===== src/rtl/alu_issue_stage_pkg.sv =====
// alu_issue_stage_pkg
//   Shared definitions for the ALU issue stage: default datapath width, the
//   ALU func codes produced by decode, the MIPS opcodes that are recognised,
//   and the packet type carried through the issue register.
//   No ports (package).
package alu_issue_stage_pkg;

    localparam int          XLEN_DEF         = 32;
    localparam logic [5:0]  ILLEGAL_FUNC_DEF = 6'h3F;

    // ALU func codes used by I-type and branch decode (R-type passes funct).
    localparam logic [5:0]  FN_ADD  = 6'h20;
    localparam logic [5:0]  FN_ADDU = 6'h21;
    localparam logic [5:0]  FN_AND  = 6'h24;
    localparam logic [5:0]  FN_OR   = 6'h25;
    localparam logic [5:0]  FN_XOR  = 6'h26;
    localparam logic [5:0]  FN_SLT  = 6'h2A;
    localparam logic [5:0]  FN_BEQ  = 6'h38;
    localparam logic [5:0]  FN_BNE  = 6'h39;
    localparam logic [5:0]  FN_BLEZ = 6'h3A;
    localparam logic [5:0]  FN_BGTZ = 6'h3B;
    localparam logic [5:0]  FN_BGEZ = 6'h3C;
    localparam logic [5:0]  FN_LUI  = 6'h3D;

    // MIPS primary opcodes.
    localparam logic [5:0]  OP_SPECIAL = 6'h00;
    localparam logic [5:0]  OP_REGIMM  = 6'h01;
    localparam logic [5:0]  OP_BEQ     = 6'h04;
    localparam logic [5:0]  OP_BNE     = 6'h05;
    localparam logic [5:0]  OP_BLEZ    = 6'h06;
    localparam logic [5:0]  OP_BGTZ    = 6'h07;
    localparam logic [5:0]  OP_ADDI    = 6'h08;
    localparam logic [5:0]  OP_ADDIU   = 6'h09;
    localparam logic [5:0]  OP_SLTI    = 6'h0A;
    localparam logic [5:0]  OP_ANDI    = 6'h0C;
    localparam logic [5:0]  OP_ORI     = 6'h0D;
    localparam logic [5:0]  OP_XORI    = 6'h0E;
    localparam logic [5:0]  OP_LUI     = 6'h0F;
    localparam logic [5:0]  OP_LW      = 6'h23;
    localparam logic [5:0]  OP_SW      = 6'h2B;

    // REGIMM rt field selecting BGEZ.
    localparam logic [4:0]  RT_BGEZ    = 5'b00001;

    typedef struct packed {
        logic [5:0]  func;
        logic [31:0] in1;
        logic [31:0] in2;
        logic [31:0] inst;
        logic        is_branch;
        logic [31:0] br_target;
        logic        illegal;
    } issue_pkt_t;

endpackage


===== src/rtl/alu_issue_stage_if.sv =====
// alu_issue_stage_if
//   Bundles the upstream (decoded-register packet) and downstream (ALU op)
//   valid/ready channels of the issue stage.
//   master : drives in_* and out_ready (upstream source + execute sink)
//   slave  : the issue stage itself, drives in_ready and out_*
interface alu_issue_stage_if;
    import alu_issue_stage_pkg::*;

    logic                in_valid;
    logic                in_ready;
    logic [XLEN_DEF-1:0] in_inst;
    logic [XLEN_DEF-1:0] in_pc;
    logic [XLEN_DEF-1:0] in_rs_val;
    logic [XLEN_DEF-1:0] in_rt_val;
    logic                out_valid;
    logic                out_ready;
    logic [5:0]          out_func;
    logic [XLEN_DEF-1:0] out_in1;
    logic [XLEN_DEF-1:0] out_in2;
    logic [XLEN_DEF-1:0] out_inst;
    logic                out_is_branch;
    logic [XLEN_DEF-1:0] out_br_target;
    logic                out_illegal;

    modport master (
        output in_valid, in_inst, in_pc, in_rs_val, in_rt_val, out_ready,
        input  in_ready, out_valid, out_func, out_in1, out_in2, out_inst,
               out_is_branch, out_br_target, out_illegal
    );

    modport slave (
        input  in_valid, in_inst, in_pc, in_rs_val, in_rt_val, out_ready,
        output in_ready, out_valid, out_func, out_in1, out_in2, out_inst,
               out_is_branch, out_br_target, out_illegal
    );

endinterface


===== src/rtl/alu_issue_stage_skid.sv =====
// pipe_skid_buf
//   Generic 2-entry valid/ready register. The main entry feeds the outputs
//   directly; the skid entry catches the one packet that can arrive in the
//   cycle in which the main entry stalls. in_ready is a flop (inverse of the
//   next skid occupancy), so there is no combinational ready path upstream.
//   Ports: clk, rst_b (sync, active-high), in_valid/in_ready/in_data,
//          out_valid/out_ready/out_data.
module pipe_skid_buf
    import alu_issue_stage_pkg::*;
#(
    parameter type T = issue_pkt_t
) (
    input  logic clk,
    input  logic rst_b,
    input  logic in_valid,
    output logic in_ready,
    input  T     in_data,
    output logic out_valid,
    input  logic out_ready,
    output T     out_data
);

    T     main_r;
    T     skid_r;
    logic main_valid_r;
    logic skid_valid_r;
    logic in_ready_r;

    T     main_nxt_s;
    T     skid_nxt_s;
    logic main_valid_nxt_s;
    logic skid_valid_nxt_s;
    logic in_fire_s;
    logic out_fire_s;

    assign in_fire_s  = in_valid & in_ready_r;
    assign out_fire_s = main_valid_r & out_ready;

    // Next-state for both entries; skid only fills while main is held.
    always_comb begin
        main_nxt_s       = main_r;
        skid_nxt_s       = skid_r;
        main_valid_nxt_s = main_valid_r;
        skid_valid_nxt_s = skid_valid_r;
        if (!main_valid_r || out_fire_s) begin
            // Main slot frees up: older skid entry has priority over new input.
            if (skid_valid_r) begin
                main_nxt_s       = skid_r;
                main_valid_nxt_s = 1'b1;
                skid_valid_nxt_s = 1'b0;
            end else if (in_fire_s) begin
                main_nxt_s       = in_data;
                main_valid_nxt_s = 1'b1;
            end else begin
                main_valid_nxt_s = 1'b0;
            end
        end else begin
            if (in_fire_s) begin
                skid_nxt_s       = in_data;
                skid_valid_nxt_s = 1'b1;
            end else begin
                skid_valid_nxt_s = skid_valid_r;
            end
        end
    end

    // Entry and ready registers; reset empties both entries and zeroes data.
    always_ff @(posedge clk) begin
        if (rst_b) begin
            main_r       <= '0;
            skid_r       <= '0;
            main_valid_r <= 1'b0;
            skid_valid_r <= 1'b0;
            in_ready_r   <= 1'b1;
        end else begin
            main_r       <= main_nxt_s;
            skid_r       <= skid_nxt_s;
            main_valid_r <= main_valid_nxt_s;
            skid_valid_r <= skid_valid_nxt_s;
            in_ready_r   <= ~skid_valid_nxt_s;
        end
    end

    assign in_ready  = in_ready_r;
    assign out_valid = main_valid_r;
    assign out_data  = main_r;

endmodule


===== src/rtl/alu_issue_stage.sv =====
// alu_issue_stage
//   Decode/issue stage in front of the ALU. Maps MIPS opcode/funct onto the
//   ALU func code, selects and extends operands, computes the branch target
//   and issues one registered op per cycle through a 2-entry skid register.
//   Ports: clk, rst_b (sync, active-high), bus (alu_issue_stage_if.slave):
//          in_valid/in_ready/in_inst/in_pc/in_rs_val/in_rt_val upstream,
//          out_valid/out_ready/out_func/out_in1/out_in2/out_inst/
//          out_is_branch/out_br_target/out_illegal downstream.
module alu_issue_stage
    import alu_issue_stage_pkg::*;
#(
    parameter int         XLEN         = XLEN_DEF,
    parameter logic [5:0] ILLEGAL_FUNC = ILLEGAL_FUNC_DEF
) (
    input  logic               clk,
    input  logic               rst_b,
    alu_issue_stage_if.slave   bus
);

    issue_pkt_t dec_pkt_s;
    issue_pkt_t out_pkt_s;

    // Anything not recognised leaves illegal=1 with zero operands.
    function automatic issue_pkt_t decode_f(
        input logic [XLEN-1:0] inst,
        input logic [XLEN-1:0] pc,
        input logic [XLEN-1:0] rs_val,
        input logic [XLEN-1:0] rt_val
    );
        issue_pkt_t      p;
        logic [XLEN-1:0] sext;
        logic [XLEN-1:0] zext;
        sext        = {{(XLEN-16){inst[15]}}, inst[15:0]};
        zext        = {{(XLEN-16){1'b0}}, inst[15:0]};
        p.func      = ILLEGAL_FUNC;
        p.in1       = {XLEN{1'b0}};
        p.in2       = {XLEN{1'b0}};
        p.inst      = inst;
        p.is_branch = 1'b0;
        p.br_target = pc + 32'd4 + (sext << 2);
        p.illegal   = 1'b1;
        case (inst[31:26])
            OP_SPECIAL: begin
                case (inst[5:0])
                    6'h00, 6'h02, 6'h03, 6'h04, 6'h06, 6'h18, 6'h1A, 6'h20,
                    6'h21, 6'h22, 6'h23, 6'h24, 6'h25, 6'h26, 6'h27, 6'h2A: begin
                        p.func = inst[5:0]; p.in1 = rs_val; p.in2 = rt_val; p.illegal = 1'b0;
                    end
                    default: p.illegal = 1'b1;
                endcase
            end
            OP_ADDI:      begin p.func = FN_ADD;  p.in1 = rs_val; p.in2 = sext; p.illegal = 1'b0; end
            OP_ADDIU:     begin p.func = FN_ADDU; p.in1 = rs_val; p.in2 = sext; p.illegal = 1'b0; end
            OP_SLTI:      begin p.func = FN_SLT;  p.in1 = rs_val; p.in2 = sext; p.illegal = 1'b0; end
            OP_ANDI:      begin p.func = FN_AND;  p.in1 = rs_val; p.in2 = zext; p.illegal = 1'b0; end
            OP_ORI:       begin p.func = FN_OR;   p.in1 = rs_val; p.in2 = zext; p.illegal = 1'b0; end
            OP_XORI:      begin p.func = FN_XOR;  p.in1 = rs_val; p.in2 = zext; p.illegal = 1'b0; end
            OP_LUI:       begin p.func = FN_LUI;  p.in1 = rs_val; p.in2 = zext; p.illegal = 1'b0; end
            OP_LW, OP_SW: begin p.func = FN_ADD;  p.in1 = rs_val; p.in2 = sext; p.illegal = 1'b0; end
            OP_BEQ: begin
                p.func = FN_BEQ;  p.in1 = rs_val; p.in2 = rt_val; p.is_branch = 1'b1; p.illegal = 1'b0;
            end
            OP_BNE: begin
                p.func = FN_BNE;  p.in1 = rs_val; p.in2 = rt_val; p.is_branch = 1'b1; p.illegal = 1'b0;
            end
            OP_BLEZ: begin
                p.func = FN_BLEZ; p.in1 = rs_val; p.is_branch = 1'b1; p.illegal = 1'b0;
            end
            OP_BGTZ: begin
                p.func = FN_BGTZ; p.in1 = rs_val; p.is_branch = 1'b1; p.illegal = 1'b0;
            end
            OP_REGIMM: begin
                if (inst[20:16] == RT_BGEZ) begin
                    p.func = FN_BGEZ; p.in1 = rs_val; p.is_branch = 1'b1; p.illegal = 1'b0;
                end else begin
                    p.illegal = 1'b1;
                end
            end
            default: p.illegal = 1'b1;
        endcase
        return p;
    endfunction

    // Decode the incoming packet; registered by the skid buffer below.
    always_comb begin
        dec_pkt_s = decode_f(bus.in_inst, bus.in_pc, bus.in_rs_val, bus.in_rt_val);
    end

    pipe_skid_buf #(
        .T (issue_pkt_t)
    ) u_skid (
        .clk       (clk),
        .rst_b     (rst_b),
        .in_valid  (bus.in_valid),
        .in_ready  (bus.in_ready),
        .in_data   (dec_pkt_s),
        .out_valid (bus.out_valid),
        .out_ready (bus.out_ready),
        .out_data  (out_pkt_s)
    );

    assign bus.out_func      = out_pkt_s.func;
    assign bus.out_in1       = out_pkt_s.in1;
    assign bus.out_in2       = out_pkt_s.in2;
    assign bus.out_inst      = out_pkt_s.inst;
    assign bus.out_is_branch = out_pkt_s.is_branch;
    assign bus.out_br_target = out_pkt_s.br_target;
    assign bus.out_illegal   = out_pkt_s.illegal;

endmodule


===== src/flat_wrapper.sv =====
// flat-port wrapper written by rule: the top's interface ports become plain ports
module alu_issue_stage_flat import alu_issue_stage_pkg::*;
#(
    parameter int         XLEN         = XLEN_DEF,
    parameter logic [5:0] ILLEGAL_FUNC = ILLEGAL_FUNC_DEF
)
  (clk, rst_b, bus_in_valid, bus_in_inst, bus_in_pc, bus_in_rs_val, bus_in_rt_val, bus_out_ready, bus_in_ready, bus_out_valid, bus_out_func, bus_out_in1, bus_out_in2, bus_out_inst, bus_out_is_branch, bus_out_br_target, bus_out_illegal);
  alu_issue_stage_if bus_i ();
  input  logic clk;
  input  logic rst_b;
  input wire logic [$bits(bus_i.in_valid)-1:0] bus_in_valid;
  input wire logic [$bits(bus_i.in_inst)-1:0] bus_in_inst;
  input wire logic [$bits(bus_i.in_pc)-1:0] bus_in_pc;
  input wire logic [$bits(bus_i.in_rs_val)-1:0] bus_in_rs_val;
  input wire logic [$bits(bus_i.in_rt_val)-1:0] bus_in_rt_val;
  input wire logic [$bits(bus_i.out_ready)-1:0] bus_out_ready;
  output wire logic [$bits(bus_i.in_ready)-1:0] bus_in_ready;
  output wire logic [$bits(bus_i.out_valid)-1:0] bus_out_valid;
  output wire logic [$bits(bus_i.out_func)-1:0] bus_out_func;
  output wire logic [$bits(bus_i.out_in1)-1:0] bus_out_in1;
  output wire logic [$bits(bus_i.out_in2)-1:0] bus_out_in2;
  output wire logic [$bits(bus_i.out_inst)-1:0] bus_out_inst;
  output wire logic [$bits(bus_i.out_is_branch)-1:0] bus_out_is_branch;
  output wire logic [$bits(bus_i.out_br_target)-1:0] bus_out_br_target;
  output wire logic [$bits(bus_i.out_illegal)-1:0] bus_out_illegal;
  assign bus_i.in_valid = bus_in_valid;
  assign bus_i.in_inst = bus_in_inst;
  assign bus_i.in_pc = bus_in_pc;
  assign bus_i.in_rs_val = bus_in_rs_val;
  assign bus_i.in_rt_val = bus_in_rt_val;
  assign bus_i.out_ready = bus_out_ready;
  assign bus_in_ready = bus_i.in_ready;
  assign bus_out_valid = bus_i.out_valid;
  assign bus_out_func = bus_i.out_func;
  assign bus_out_in1 = bus_i.out_in1;
  assign bus_out_in2 = bus_i.out_in2;
  assign bus_out_inst = bus_i.out_inst;
  assign bus_out_is_branch = bus_i.out_is_branch;
  assign bus_out_br_target = bus_i.out_br_target;
  assign bus_out_illegal = bus_i.out_illegal;
  alu_issue_stage #(.XLEN(XLEN), .ILLEGAL_FUNC(ILLEGAL_FUNC)) u_core (.clk(clk), .rst_b(rst_b), .bus(bus_i));
endmodule

===== config.mk =====
export PLATFORM = sky130hd
export DESIGN_NAME = alu_issue_stage_flat
export DESIGN_NICKNAME = d
export VERILOG_FILES = /design/src/rtl/alu_issue_stage_pkg.sv /design/src/rtl/alu_issue_stage_if.sv /design/src/rtl/alu_issue_stage_skid.sv /design/src/rtl/alu_issue_stage.sv /design/src/flat_wrapper.sv
export SDC_FILE = /design/constraint.sdc
export NUM_CORES = 1
export LEC_CHECK = 0
export BUFFER_PORTS_ARGS = -buffer_cell sky130_fd_sc_hd__buf_2
export CAP_MARGIN = 20
export CELL_PAD_IN_SITES_DETAIL_PLACEMENT = 1
export CELL_PAD_IN_SITES_GLOBAL_PLACEMENT = 2
export CORE_MARGIN = 2
export CORE_UTILIZATION = 25
export CTS_BUF_LIST = sky130_fd_sc_hd__clkbuf_8 sky130_fd_sc_hd__clkbuf_16
export DETAILED_ROUTE_END_ITERATION = 16
export HOLD_SLACK_MARGIN = 0.05
export PLACE_DENSITY = 0.76
export SYNTH_ARGS = -nofsm -noshare
export SYNTH_HDL_FRONTEND = slang
export SYNTH_SLANG_ARGS = --single-unit

===== constraint.sdc =====
create_clock -name clk -period 3.42 [get_ports clk]
set_clock_uncertainty 0.1 [all_clocks]
set_input_delay 0.684 -clock clk [delete_from_list [all_inputs] [get_ports clk]]
set_output_delay 0.684 -clock clk [all_outputs]
set_load 0.02 [all_outputs]

======== After elaboration in Yosys (flattened, before gate mapping) ========
Cells that the tools add are included.
cells by class
  reduce and logical (&&, ||, !) cells .... 14
  equality and inequality tests ........... 30
  muxes and demuxes ....................... 15
  bitwise logic cells ..................... 4
  add/subtract/negate cells ............... 2
operators with widths
  cell                                                                   count
  38-bit one-hot mux with 13 select lines                                1
  136-bit 2-to-1 mux                                                     2
  32-bit one-hot mux with 4 select lines                                 1
  70-bit 2-to-1 mux                                                      1
  6-bit equality test, second input constant                             11
  6-bit by 4-bit equality test with 1-bit output, second input constant  7
  6-bit by 3-bit equality test with 1-bit output, second input constant  6
  34-bit 2-to-1 mux                                                      1
  32-bit by 3-bit adder with 32-bit output, second input constant        1
  32-bit adder                                                           1
  16-bit OR reduction                                                    1
  13-bit OR reduction                                                    1
  6-bit by 2-bit equality test with 1-bit output, second input constant  2
  6-bit by 5-bit equality test with 1-bit output, second input constant  2
  6-bit zero test                                                        2
  4-bit OR reduction                                                     2
  1-bit 2-to-1 mux                                                       7
  6-bit by 1-bit equality test with 1-bit output, second input constant  1
  5-bit by 1-bit equality test with 1-bit output, second input constant  1
  5-bit OR reduction                                                     1
  2-bit AND reduction                                                    2
  1-bit one-hot mux with 3 select lines                                  1
  3-bit OR reduction                                                     1
  1-bit AND                                                              2
  other kinds (6)                                                        7
word-level totals
  bits in registers ....................... 275
  input port bits ......................... 132
  word-level logic and storage cells ...... 82

======== Depth between registers and ports, before layout ========
  depth after elaboration ................. 6
  gate-level depth with buffers ........... 14
  gate-level depth less buffers ........... 13

======== Cells and area by module ========
From an unflattened synthesis, not the netlist that was laid out.
unflattened totals
  cell total of the unflattened synthesis .. 1,598
  area, all modules ....................... 13,751.9 um^2
by module, submodules not included
  module           area each (um^2)  seq. area each (um^2)  cells an instance  instances
  pipe_skid_buf    11,078.1          5,505.3                1,221              1
  alu_issue_stage  2,673.8           0.0                    377                1

======== Worst setup path after synthesis ========
Ideal clock, no wire load.
  kind .................................... input port to flip-flop
  start point ............................. input port bus_in_inst[0]
  end point ............................... register u_core.u_skid.skid_r[32] in the netlist's numbering
  data required time ...................... 3.200 ns
  buffers on the path ..................... 1
  cell stages on the path ................. 14
  setup time .............................. 0.120 ns
  data arrival time ....................... 3.521 ns
  setup slack ............................. -0.321 ns
  cell sequence ........................... clkbuf_1 > inv_1 > ha_1 > inv_1 > ha_1 > fa_1 > a21o_2 > a221o_1 > a221oi_2 > o311a_2 > nor2_2 > a211oi_4 > nor3b_1 > a211o_2
between the ends
  cells in the longest elaborated chain, start to end .. 1
ends and longest elaborated chain
  element               RTL line                    RTL
  start, declared       flat_wrapper.sv:12          input wire logic [$bits(bus_i.in_inst)-1:0] bus_in_inst;
  32-bit adder          alu_issue_stage.sv:40       p.br_target = pc + 32'd4 + (sext << 2);
  end signal, assigned  alu_issue_stage_skid.sv:77  skid_r <= skid_nxt_s;
  end, declared         alu_issue_stage_skid.sv:24  T skid_r;
No other way between the ends.
A chain may end at the register's enable or synchronous reset.

======== Worst setup path after layout ========
  start point ............................. input port bus_in_inst[2]
  end point ............................... register u_core.u_skid.main_r, in the netlist u_core.u_skid.out_data[32]
between the ends
  cells in the longest elaborated chain, start to end .. 3
ends and longest elaborated chain
  element               RTL line                    RTL
  32-bit adder          alu_issue_stage.sv:40
  136-bit 2-to-1 mux    alu_issue_stage_skid.sv:51  end else if (in_fire_s) begin
  136-bit 2-to-1 mux    alu_issue_stage_skid.sv:47  if (skid_valid_r) begin
  end signal, assigned  alu_issue_stage_skid.sv:76  main_r <= main_nxt_s;
  end, declared         alu_issue_stage_skid.sv:23  T main_r;
No other way between the ends. The select of a mux whose other input is x is not followed.

==> summary.txt <==
Status
  – Status: complete, no violations

Final layout
  – Final net count: between 2000 and 2500
  – Layout cells sized above 1: 0.230
  – Area grow syn2layout: 27.9%
  – Layout Utilization: 0.325
  – # diodes: 0

Global route
  – Congestion Overflow GR: 0
  – GRT Total Usage: 0.179
  – Largest net degree at the start of global routing: between 100 and 150
  – Vias in the first global route: between 10000 and 15000
  – Initial antenna violation count: 4
  – First-pass GRT wire length: 79100 um

Critical path
  – CP Buf/Inv Count: 2
  – Critical-path cell list: buf_2 -> ha_1 -> fa_2 -> a21o_2 -> a221o_1 -> a221oi_2 -> buf_4 -> o311a_2 -> nor2_4 -> a211oi_4 -> xnor2_1 -> a311oi_1
  – CP max stage delay: around 0.4 ns
  – Setup crit end kind: register
  – CP max-delay cell: fa_2
  – Critical Path Source Type: input pin
  – Crit Path Max Fanout: 4
  – Worst EP arrival: 3.59 ns
  – Delay-heaviest family, CP: compound AO/OA/AOI/OAI gates
  – Crit Path Category: input pin to register
  – CP startpoint: bus_in_inst[2]
  – CP required: about 3.8 ns
  – RR Startpoint: u_core.u_skid.skid_valid_r$_SDFF_PP0_

Floorplanning
  – Core area: between 50000 and 60000 um2
  – Row count: between 80 and 90
  – Chip width: between 200 and 250 um
  – Initial Utilization: 0.254
  – Die area: 55500 um2
  – I/O Pins: 270
  – Die H: between 200 and 250 um

Drt
  – Vias/cell: between 5 and 6
  – Initial DRC count: 560
  – Antenna Nets Post-Route: 0
  – Wirelength per Cell: between 15 and 20 um
  – DRC: 0
  – DRT Pass-1 Iters: 4
  – Via Count: between 10000 and 15000
  – Total routed wirelength: roughly 51000 um

Synth
  – Share of the synthesized area in the top cell type: 0.410
  – Primary FF master, synth: dfxtp_1
  – Post-synth EDFFs: 0
  – Synth warn: 0
  – Largest cells by area after synthesis: dfxtp_1 (41%), nand2_1 (7.3%), a21oi_1 (7.0%)
  – Synth Register Bits: around 280
  – Register area share after synthesis: 0.410
  – Syn Area/Cell: 8.07 um2
  – Area leader, netlist: dfxtp_1
  – Synth Cell Area: roughly 13000 um2
  – Fraction of registers with async set/reset: 0
  – Gate Count Post-Synth: roughly 1700
  – Netlist cell types: 71
  – Mapped Nets: 1851

CTS
  – CTS Sinks: approximately 280
  – # H-tree levels: 2
  – CTS clk-pin slew, worst paths: around 0.06 ns
  – Total CTS buffers: 36
  – Worst-skew pair later-pin latency: between 0.5 and 0.6 ns
  – CTS resizes: 0
  – Post-CTS setup buffers: 0
  – Clock Tree Buf Depth: 3
  – CTS tree: yes
  – CTS root buf: clkbuf_16
  – Number of hold buffers added after CTS: 0

STA
  – Period minus WS final: between 3 and 4 ns
  – Period utilisation layout: 0.953
  – Slew Limit Fails: 0
  – Worst rel slew slack: 0.487
  – Worst-Margin Slew: approximately 0.77 ns
  – Setup violations, final: 0
  – Final worst slack: about 0.16 ns
  – Final Hold Fails: 0
  – RSZ-0062 raised after global routing: no
  – Max frequency: slightly above 300 MHz

Power and ir drop
  – Max IR drop VDD: 252 uV
  – Static Leak: approximately 6.9 nW
  – Pwr/cell area: ~540 nW/um2

Placement
  – Pre-CTS setup slack: -0.381 ns
  – GPL Wtd Cong: between 0.9 and 1
  – Post-DP HPWL: ~35000 um
  – Port bufs: around 270

Job
  – Max-Cap Viols: 0

Hold path
  – Min-delay src: bus_in_inst[25]
  – Type of the worst min-delay path: input pin to register
==> cell families (layout without fill, tap and decap cells) <==
kind of cell,Yosys count,after routing,share of synthesized area
AND/OR/NAND/NOR,620,620,0.198
AO/OA/AOI/OAI,479,479,0.240
flip-flops,275,275,0.410
buffers and inverters,166,439,0.0521
adder cells (fa/ha/maj),58,58,0.0547
multiplexers,42,42,0.0313
XOR/XNOR,21,21,0.0137
==> through the flow <==
step                std cells  hold slack, ns  power [mW]  area [um2]  setup TNS (ns)
finish                   2622           0.284        9.23       17200               0
global route             2622           0.272        9.67       17200               0
CTS                      2622           0.245        9.40       17200               0
detailed placement       2557           0.343        5.34       15900           -5.99
global placement         2557           0.337        5.29       15900           -4.34
floorplan                1661           0.336        4.61       13500          -0.280
==> final cells by class <==
type	count	area, um2
Clock buffer	41	992
Multi-Input combinational cell	1220	7300
Inverter	15	61.3
Clock inverter	24	243
Tap cell	688	861
Fill cell	6320	35600
Sequential cell	275	5510
Timing Repair Buffer	359	2190
==> cells in the mapped netlist (3+ instances only) <==
cell type,instances
o21ai_0,37
nor3b_1,5
a21oi_1,187
nand4_1,7
nand3_1,78
nor3_1,36
inv_1,14
nand2_1,261
dfxtp_1,275
xnor2_1,17
and3_1,5
ha_1,57
a211oi_1,72
a221o_1,17
buf_1,13
a221oi_1,17
o211ai_1,29
clkbuf_1,123
or3_1,8
mux2i_1,42
xor2_1,4
a31o_2,4
nor4_1,4
a311oi_1,45
a21o_1,14
or4_1,3
buf_2,8
o21bai_1,6
o31ai_1,5
a211o_1,17
nand3b_1,8
nand2b_1,3
nor2b_1,5
nor2_1,187
a31oi_1,7
==> report_power, final <==
part           internal (mW)  switching, mW
Clock                   2.45           1.52
Combinational          0.678           1.09
Sequential              3.38          0.106
==> final timing paths <==
check / endpoint / slack [ns] / depth (start not counted)
hold / removal: u_core.u_skid.skid_r[59]$_SDFFE_PP0P_ / 0.28 / 3
hold reg to reg: u_core.u_skid.out_data[83]$_SDFFE_PP0P_ / 0.35 / 2
setup reg to reg: u_core.u_skid.out_data[25]$_SDFFE_PP0P_ / 1.03 / 6
setup / recovery: u_core.u_skid.out_data[32]$_SDFFE_PP0P_ / 0.16 / 12
==> metal layers <==
layer	GRT usage	vias to the layer above	wire, um
li1	-	6457	-
met3	0.0387	82	2220
met2	0.300	244	23800
met5	0	-	52
met1	0.227	6514	23000
met4	0.0596	8	1540
==> registers in the layout (all words and copies together), names as in the netlist <==
register and count:
u_core.u_skid.in_ready 1, u_core.u_skid.out_data 136, u_core.u_skid.out_valid 1, u_core.u_skid.skid_r 136, u_core.u_skid.skid_valid_r 1
==> layout by cell type (no fill, tap or decap), types with 23 or more instances in the layout <==
cell       instances
nor2_1           185
dfxtp_1          274
nand3_1           77
nand2_1          261
ha_1              54
inv_1             23
nor3_1            36
a211oi_1          71
a311oi_1          45
o211ai_1          29
clkbuf_16         38
buf_2            268
buf_4             77
a21oi_1          186
o21ai_0           37
mux2i_1           42
==> worst reg2reg max path, stage by stage (launching register included) <==
cell     delay [ns]
dfxtp_4        0.73
a21oi_1        0.24
or2_2          0.37
buf_4          0.27
or3_1          0.35
mux2i_1        0.12
nor4_1         0.07
Power figures use the tool's default switching activity.
